--- config.mk ---
export PLATFORM = sky130hd
export DESIGN_NAME = spi_frame_loader
export DESIGN_NICKNAME = d
export VERILOG_FILES = /design/src/rtl/spi_frame_loader.sv
export SDC_FILE = /design/constraint.sdc
export NUM_CORES = 2
export LEC_CHECK = 0
export CORE_UTILIZATION = 50
export CTS_CLUSTER_DIAMETER = 50
export DETAILED_ROUTE_END_ITERATION = 10
export GPL_TIMING_DRIVEN = 1
export MAX_ROUTING_LAYER = met4
export PLACE_DENSITY = 0.8
export SLEW_MARGIN = 10
export SYNTH_ARGS = -nofsm -noshare
export SYNTH_HDL_FRONTEND = slang
export SYNTH_SLANG_ARGS = --single-unit
--- constraint.sdc ---
create_clock -name clk -period 4.4 [get_ports clk]
set_input_delay 0.66 -clock clk [delete_from_list [all_inputs] [get_ports clk]]
set_output_delay 0.66 -clock clk [all_outputs]
set_load 0.02 [all_outputs]
--- src/rtl/spi_frame_loader.sv ---
// SPI mode-0 slave that assembles an AES command frame (mode byte, key,
// plaintext) and hands it to KeyExpansion/Cipher, holding cs until Cipher
// reports completion through flag.
module spi_frame_loader #(
  parameter int SYNC_STAGES = 2  // synchronizer depth, must be at least 2
) (
  input  logic         clk,
  input  logic         rst,
  input  logic         spi_sclk,
  input  logic         spi_mosi,
  input  logic         spi_ss_n,
  input  logic         flag,
  output logic [3:0]   Nk,
  output logic [3:0]   Nr,
  output logic [255:0] key,
  output logic [127:0] init,
  output logic         cs,
  output logic         busy,
  output logic         frame_err
);

  typedef enum logic [2:0] {IDLE, MODE, KEY, DATA, RUN, ERR} state_t;

  state_t state, state_next;

  logic [SYNC_STAGES-1:0] sclk_sync, mosi_sync, ss_sync;
  logic sclk_hist, ss_hist;
  logic sclk_s, mosi_s, ss_s;
  logic sample, ss_fall, ss_rise, in_frame, byte_done;

  logic [6:0]   shift;
  logic [2:0]   bit_cnt;
  logic [4:0]   byte_cnt;
  logic [7:0]   rx_byte;
  logic [3:0]   nk_stage, nr_stage;
  logic [255:0] key_stage;
  logic [119:0] init_stage;  // plaintext bytes 0..14; byte 15 goes straight to init
  logic [5:0]   key_bytes;
  logic         key_last, data_last, mode_ok, commit;
  logic [4:0]   key_idx;
  logic [3:0]   data_idx;

  assign sclk_s = sclk_sync[SYNC_STAGES-1];
  assign mosi_s = mosi_sync[SYNC_STAGES-1];
  assign ss_s   = ss_sync[SYNC_STAGES-1];

  // A bit is taken on the synced rising edge of sclk while selected.
  assign sample   = sclk_s & ~sclk_hist & ~ss_s;
  assign ss_fall  = ~ss_s & ss_hist;
  assign ss_rise  = ss_s & ~ss_hist;
  assign in_frame = (state == MODE) || (state == KEY) || (state == DATA);

  assign rx_byte   = {shift, mosi_s};
  assign byte_done = sample & in_frame & (bit_cnt == 3'd7);
  assign mode_ok   = (rx_byte == 8'h00) || (rx_byte == 8'h01) || (rx_byte == 8'h02);
  assign key_bytes = {nk_stage, 2'b00};
  assign key_last  = ({1'b0, byte_cnt} == key_bytes - 6'd1);
  assign data_last = (byte_cnt == 5'd15);
  assign key_idx   = 5'd31 - byte_cnt;
  assign data_idx  = 4'd14 - byte_cnt[3:0];

  // Synchronize the asynchronous SPI pins and keep one cycle of history for edge detection.
  always_ff @(posedge clk) begin
    // NOTE: state registers use non-blocking assignments so every flop samples pre-edge values.
    if (rst) begin
      sclk_sync <= '0;
      mosi_sync <= '0;
      ss_sync   <= '0;
      sclk_hist <= 1'b0;
      ss_hist   <= 1'b0;
    end else begin
      sclk_sync <= {sclk_sync[SYNC_STAGES-2:0], spi_sclk};
      mosi_sync <= {mosi_sync[SYNC_STAGES-2:0], spi_mosi};
      ss_sync   <= {ss_sync[SYNC_STAGES-2:0], spi_ss_n};
      sclk_hist <= sclk_s;
      ss_hist   <= ss_s;
    end
  end

  // Frame sequencing: next state and the commit strobe.
  always_comb begin
    // NOTE: defaults first so no path leaves a signal unassigned and infers a latch.
    state_next = state;
    commit     = 1'b0;
    case (state)
      IDLE: if (ss_fall) state_next = MODE;
      MODE: begin
        if (ss_rise)        state_next = ERR;
        else if (byte_done) state_next = mode_ok ? KEY : ERR;
      end
      KEY: begin
        if (ss_rise)                    state_next = ERR;
        else if (byte_done && key_last) state_next = DATA;
      end
      DATA: begin
        if (ss_rise) state_next = ERR;
        else if (byte_done && data_last) begin
          state_next = RUN;
          commit     = 1'b1;
        end
      end
      RUN:     if (flag) state_next = IDLE;
      ERR:     if (ss_s) state_next = IDLE;
      default: state_next = IDLE;
    endcase
  end

  // State register with registered cs/busy/frame_err decoded from the next state.
  always_ff @(posedge clk) begin
    if (rst) begin
      state     <= IDLE;
      cs        <= 1'b0;
      busy      <= 1'b0;
      frame_err <= 1'b0;
    end else begin
      state     <= state_next;
      cs        <= (state_next == RUN);
      busy      <= (state_next == MODE) || (state_next == KEY) ||
                   (state_next == DATA) || (state_next == RUN);
      frame_err <= (state_next == ERR) && (state != ERR);
    end
  end

  // Bit/byte assembly and staging of mode, key and plaintext; cleared outside a frame.
  always_ff @(posedge clk) begin
    if (rst || !in_frame) begin
      shift      <= '0;
      bit_cnt    <= '0;
      byte_cnt   <= '0;
      nk_stage   <= '0;
      nr_stage   <= '0;
      key_stage  <= '0;
      init_stage <= '0;
    end else if (sample) begin
      shift   <= rx_byte[6:0];
      bit_cnt <= bit_cnt + 3'd1;
      if (bit_cnt == 3'd7) begin
        case (state)
          MODE: begin
            case (rx_byte)
              8'h00:   begin nk_stage <= 4'd4; nr_stage <= 4'd10; end
              8'h01:   begin nk_stage <= 4'd6; nr_stage <= 4'd12; end
              8'h02:   begin nk_stage <= 4'd8; nr_stage <= 4'd14; end
              default: ;
            endcase
          end
          KEY: begin
            key_stage[{key_idx, 3'b000} +: 8] <= rx_byte;
            byte_cnt <= key_last ? 5'd0 : byte_cnt + 5'd1;
          end
          DATA: begin
            if (!data_last) init_stage[{data_idx, 3'b000} +: 8] <= rx_byte;
            byte_cnt <= byte_cnt + 5'd1;
          end
          default: ;
        endcase
      end
    end
  end

  // Committed outputs change only when a complete, valid frame has arrived.
  always_ff @(posedge clk) begin
    if (rst) begin
      Nk   <= '0;
      Nr   <= '0;
      key  <= '0;
      init <= '0;
    end else if (commit) begin
      Nk   <= nk_stage;
      Nr   <= nr_stage;
      key  <= key_stage;
      init <= {init_stage, rx_byte};
    end
  end

endmodule

==> insert_results.sql <==
INSERT INTO impl_metrics (metric_group, metric, value, unit) VALUES
('status', 'run_status', 'finished clean', ''),
('logic_synthesis', 'synth_most_common_cell', 'sky130_fd_sc_hd__nand2_1', ''),
('worst_setup_path', 'rrSetupSlack', '0.83', 'ns'),
('sta', 'setup_viol', '0', ''),
('final_layout', 'final_cells', '4662', ''),
('placement', 'dpl_cell_area', '34100', 'sq um'),
('placement', 'detailedPlace.worstSlack', '0.902', 'ns'),
('drt', 'drt_drc_violations_left', '0', ''),
('job', 'max_cap_viol_count', '0', ''),
('logic_synthesis', 'synth.cells.most_frequent', 'sky130_fd_sc_hd__nand2_1, sky130_fd_sc_hd__dfxtp_1, sky130_fd_sc_hd__a21oi_1, sky130_fd_sc_hd__nor2_1, sky130_fd_sc_hd__clkbuf_1', ''),
('final_layout', 'finish.instance_area', '37000', 'sq um'),
('floorplanning', 'floorplan.die.height', '246', 'microns'),
('drt', 'detail_route.wirelength', '91800', 'microns'),
('worst_setup_path', 'cp-end-kind', 'flop', ''),
('worst_setup_path', 'cp-start-kind', 'flop', ''),
('clock_tree', 'clock_tree.buffer_depth', '3', ''),
('global_route', 'grtUsageTotal', '30.4', '%'),
('sta', 'fin_setup_tns', '0', 'ns'),
('drt', 'drt_iter0_markers', '2678', ''),
('clock_tree', 'post_cts_setup_buffer_count', '0', ''),
('final_layout', 'synthToLayoutAreaGrowth', '24.5', '%'),
('global_route', 'grt_max_degree', '220', ''),
('pwr', 'power.share.switching', '20.7', '%'),
('sta', 'worst_slew_pin_slew', '1.15', 'ns'),
('worst_setup_path', 'critPathMaxFanout', '17', ''),
('final_layout', 'multi_input_comb_area', '12600', 'sq um'),
('pwr', 'internal_power', '11.7', 'mW'),
('sta', 'period_share', '81.1', '%'),
('worst_setup_path', 'cpPeakStageDelay', '0.88', 'ns'),
('placement', 'hpwl', '60300', 'microns'),
('pwr', 'pwr-share-clk', '50.0', '%'),
('worst_setup_path', 'required', '4.90', 'ns'),
('worst_setup_path', 'critical_path_arrival', '4.06', 'ns'),
('pwr', 'power_frac_comb', '0.9', '%'),
('sta', 'timing.max_slew.rel_slack', '23.0', '%'),
('placement', 'numPlacedInstances', '4510', ''),
('logic_synthesis', 'synthCells', '3567', ''),
('worst_setup_path', 'path_class', 'flop to flop', ''),
('worst_setup_path', 'crit_chain', 'inv_1 -> ha_1 -> nor2b_1 -> a21boi_2 -> or4_1 -> mux2i_1 -> nor2_1', ''),
('drt', 'detail_route.vias_per_cell', '5.57', ''),
('pwr', 'leakagePower', '12.0', 'nW'),
('worst_setup_path', 'r2r-end', 'init_stage[36]$_SDFFE_PP0P_', ''),
('final_layout', 'share_of_layout_cells_above_drive_strength_1', '6.16', '%'),
('pwr', 'power.switching', '3.06', 'mW'),
('logic_synthesis', 'synth-async-reset-ratio', '0', '%'),
('global_route', 'grt_pass1_wl', '139000', 'microns'),
('logic_synthesis', 'synth_area_leaders', 'sky130_fd_sc_hd__dfxtp_1, sky130_fd_sc_hd__nand2_1, sky130_fd_sc_hd__a21oi_1', ''),
('clock_tree', 'cts.repair.resized', '0', ''),
('worst_setup_path', 'worst-r2r-cell-count', '7', ''),
('floorplanning', 'design.die.area', '60400', 'sq um'),
('logic_synthesis', 'synth.cell_area', '29700', 'sq um'),
('sta', 'finalWorstPathRequiredPeriod', '3.57', 'ns'),
('worst_setup_path', 'critical_path.slowest_cell', 'sky130_fd_sc_hd__or4_1', ''),
('sta', 'setup_slack', '0.832', 'ns'),
('global_route', 'grt-ovfl-total', '0', ''),
('floorplanning', 'start_util', '51.0', '%'),
('floorplanning', 'number_of_top_level_pins', '401', ''),
('sta', 'worst_hold_slack', '0.419', 'ns'),
('drt', 'vias', '25900', ''),
('pwr', 'report.power.total', '14.8', 'mW'),
('global_route', 'antenna_found_initial', '0', ''),
('logic_synthesis', 'yosysUniqueCellTypes', '77', ''),
('drt', 'routedWlPerCell', '19.7', 'microns'),
('final_layout', 'utilization', '63.5', '%'),
('sta', 'slew_violations', '0', ''),
('sta', 'finalHoldViolCount', '0', ''),
('logic_synthesis', 'postSynthRegisterBits', '801', ''),
('global_route', 'grt_pass1_vias', '24000', ''),
('floorplanning', 'core-area', '58200', 'sq um'),
('final_layout', 'seq_cell_area', '16000', 'sq um'),
('pwr', 'p_per_area', '399', 'nW/um^2');
[layout by cell type (no fill, tap or decap), drive strengths merged, types with 5 or more instances in the layout]
master         Yosys  routed
nor2b             12      12
or3               13      13
nand2b            16      16
o22ai              8       8
clkbuf           217     114
nor4               6       6
clkdlybuf4s50      0     397
nor4b             11      11
xnor2              5       5
a211oi             5       5
inv               13      19
dfxtp            801     801
nand4             36      36
ha                10      10
o21ai             46      46
nor3              25      25
bufinv             0      10
a21o               6       6
a21oi            569     569
clkinvlp           0       6
a31oi              5       5
and3               7       7
nand3             92      92
clkinv             0      15
buf               46      43
nor2             267     267
nand2           1087    1087
and2               9       9
mux2i            202     202
[logic make-up (layout without fill, tap and decap cells)]
| group | Yosys count | in the layout | share of synthesized area [%] |
|---|---|---|---|
| simple gates | 1602 | 1602 | 22.6 |
| xor+xnor | 10 | 10 | 0.371 |
| buf+inv | 276 | 604 | 3.80 |
| fa+ha+maj | 10 | 10 | 0.421 |
| flops | 801 | 801 | 54.0 |
| mux | 202 | 202 | 6.81 |
| other cells | 1 | 3 | 0.0126 |
| compound gates | 665 | 665 | 12.0 |
[sequential cells by signal, indices dropped and copies added (netlist names)]
register and count:
Nk 3, key 256, state 3, mosi_sync 2, init 128, byte_cnt 5
sclk_sync 2, frame_err 1, busy 1, nr_stage 3, cs 1, ss_sync 2
ss_hist 1, bit_cnt 3, nk_stage 3, shift 7, sclk_hist 1, Nr 3
init_stage 120, key_stage 256
[power by group through the flow]
stage | sequential, mW | combinational, mW | clock, mW
global route | 7.26 | 0.136 | 7.76
detailed placement | 7.42 | 0.126 | 0
CTS | 7.26 | 0.126 | 7.46
floorplan | 7.42 | 0.0917 | 0
global placement | 7.42 | 0.126 | 0
finish | 7.26 | 0.128 | 7.39
[how the worst min path moves through the flow]
stage          slack, ns  cells past startpoint                       to                      start
2_1_floorplan       0.41                      1  mosi_sync[1]$_SDFF_PP0_    mosi_sync[0]$_SDFF_PP0_
3_3_place_gp        0.44                      2      key[9]$_SDFFE_PP0P_  key_stage[9]$_SDFFE_PP0P_
4_1_cts             0.41                      2     init[2]$_SDFFE_PP0P_                        rst
5_1_grt             0.45                      2    init[63]$_SDFFE_PP0P_                        rst
6_report            0.42                      2    init[55]$_SDFFE_PP0P_                        rst
3_5_place_dp        0.44                      1  mosi_sync[1]$_SDFF_PP0_    mosi_sync[0]$_SDFF_PP0_
[area by class of cell]
type	count	share of cell area (%)
well taps	765	2.59
diodes	1	0.00676
repair buffers	440	11.9
clock buffers	114	6.50
multi-input cells	2491	34.1
clock inverters	37	1.37
inverters	13	0.132
flip-flops and latches	801	43.4
[per-layer routing]
metal	GRT usage [%]	routed length, microns	vias to the layer above
li1	-	-	12300
met1	38.5	37500	12300
met2	47.8	43000	1119
met3	5.03	7460	205
met4	13.5	3900	0
met5	-	0	-
[worst max-delay path: cells and delay by family (launching register included)]
kind / cells / cell delay (ns)
AO/OA/AOI/OAI: 1 / 0.32
adder cells (fa/ha/maj): 1 / 0.64
flip-flops: 1 / 0.59
multiplexers: 1 / 0.29
AND/OR/NAND/NOR: 3 / 1.43
buffers and inverters: 1 / 0.15
Note: power is estimated with default switching activity, not from simulation.
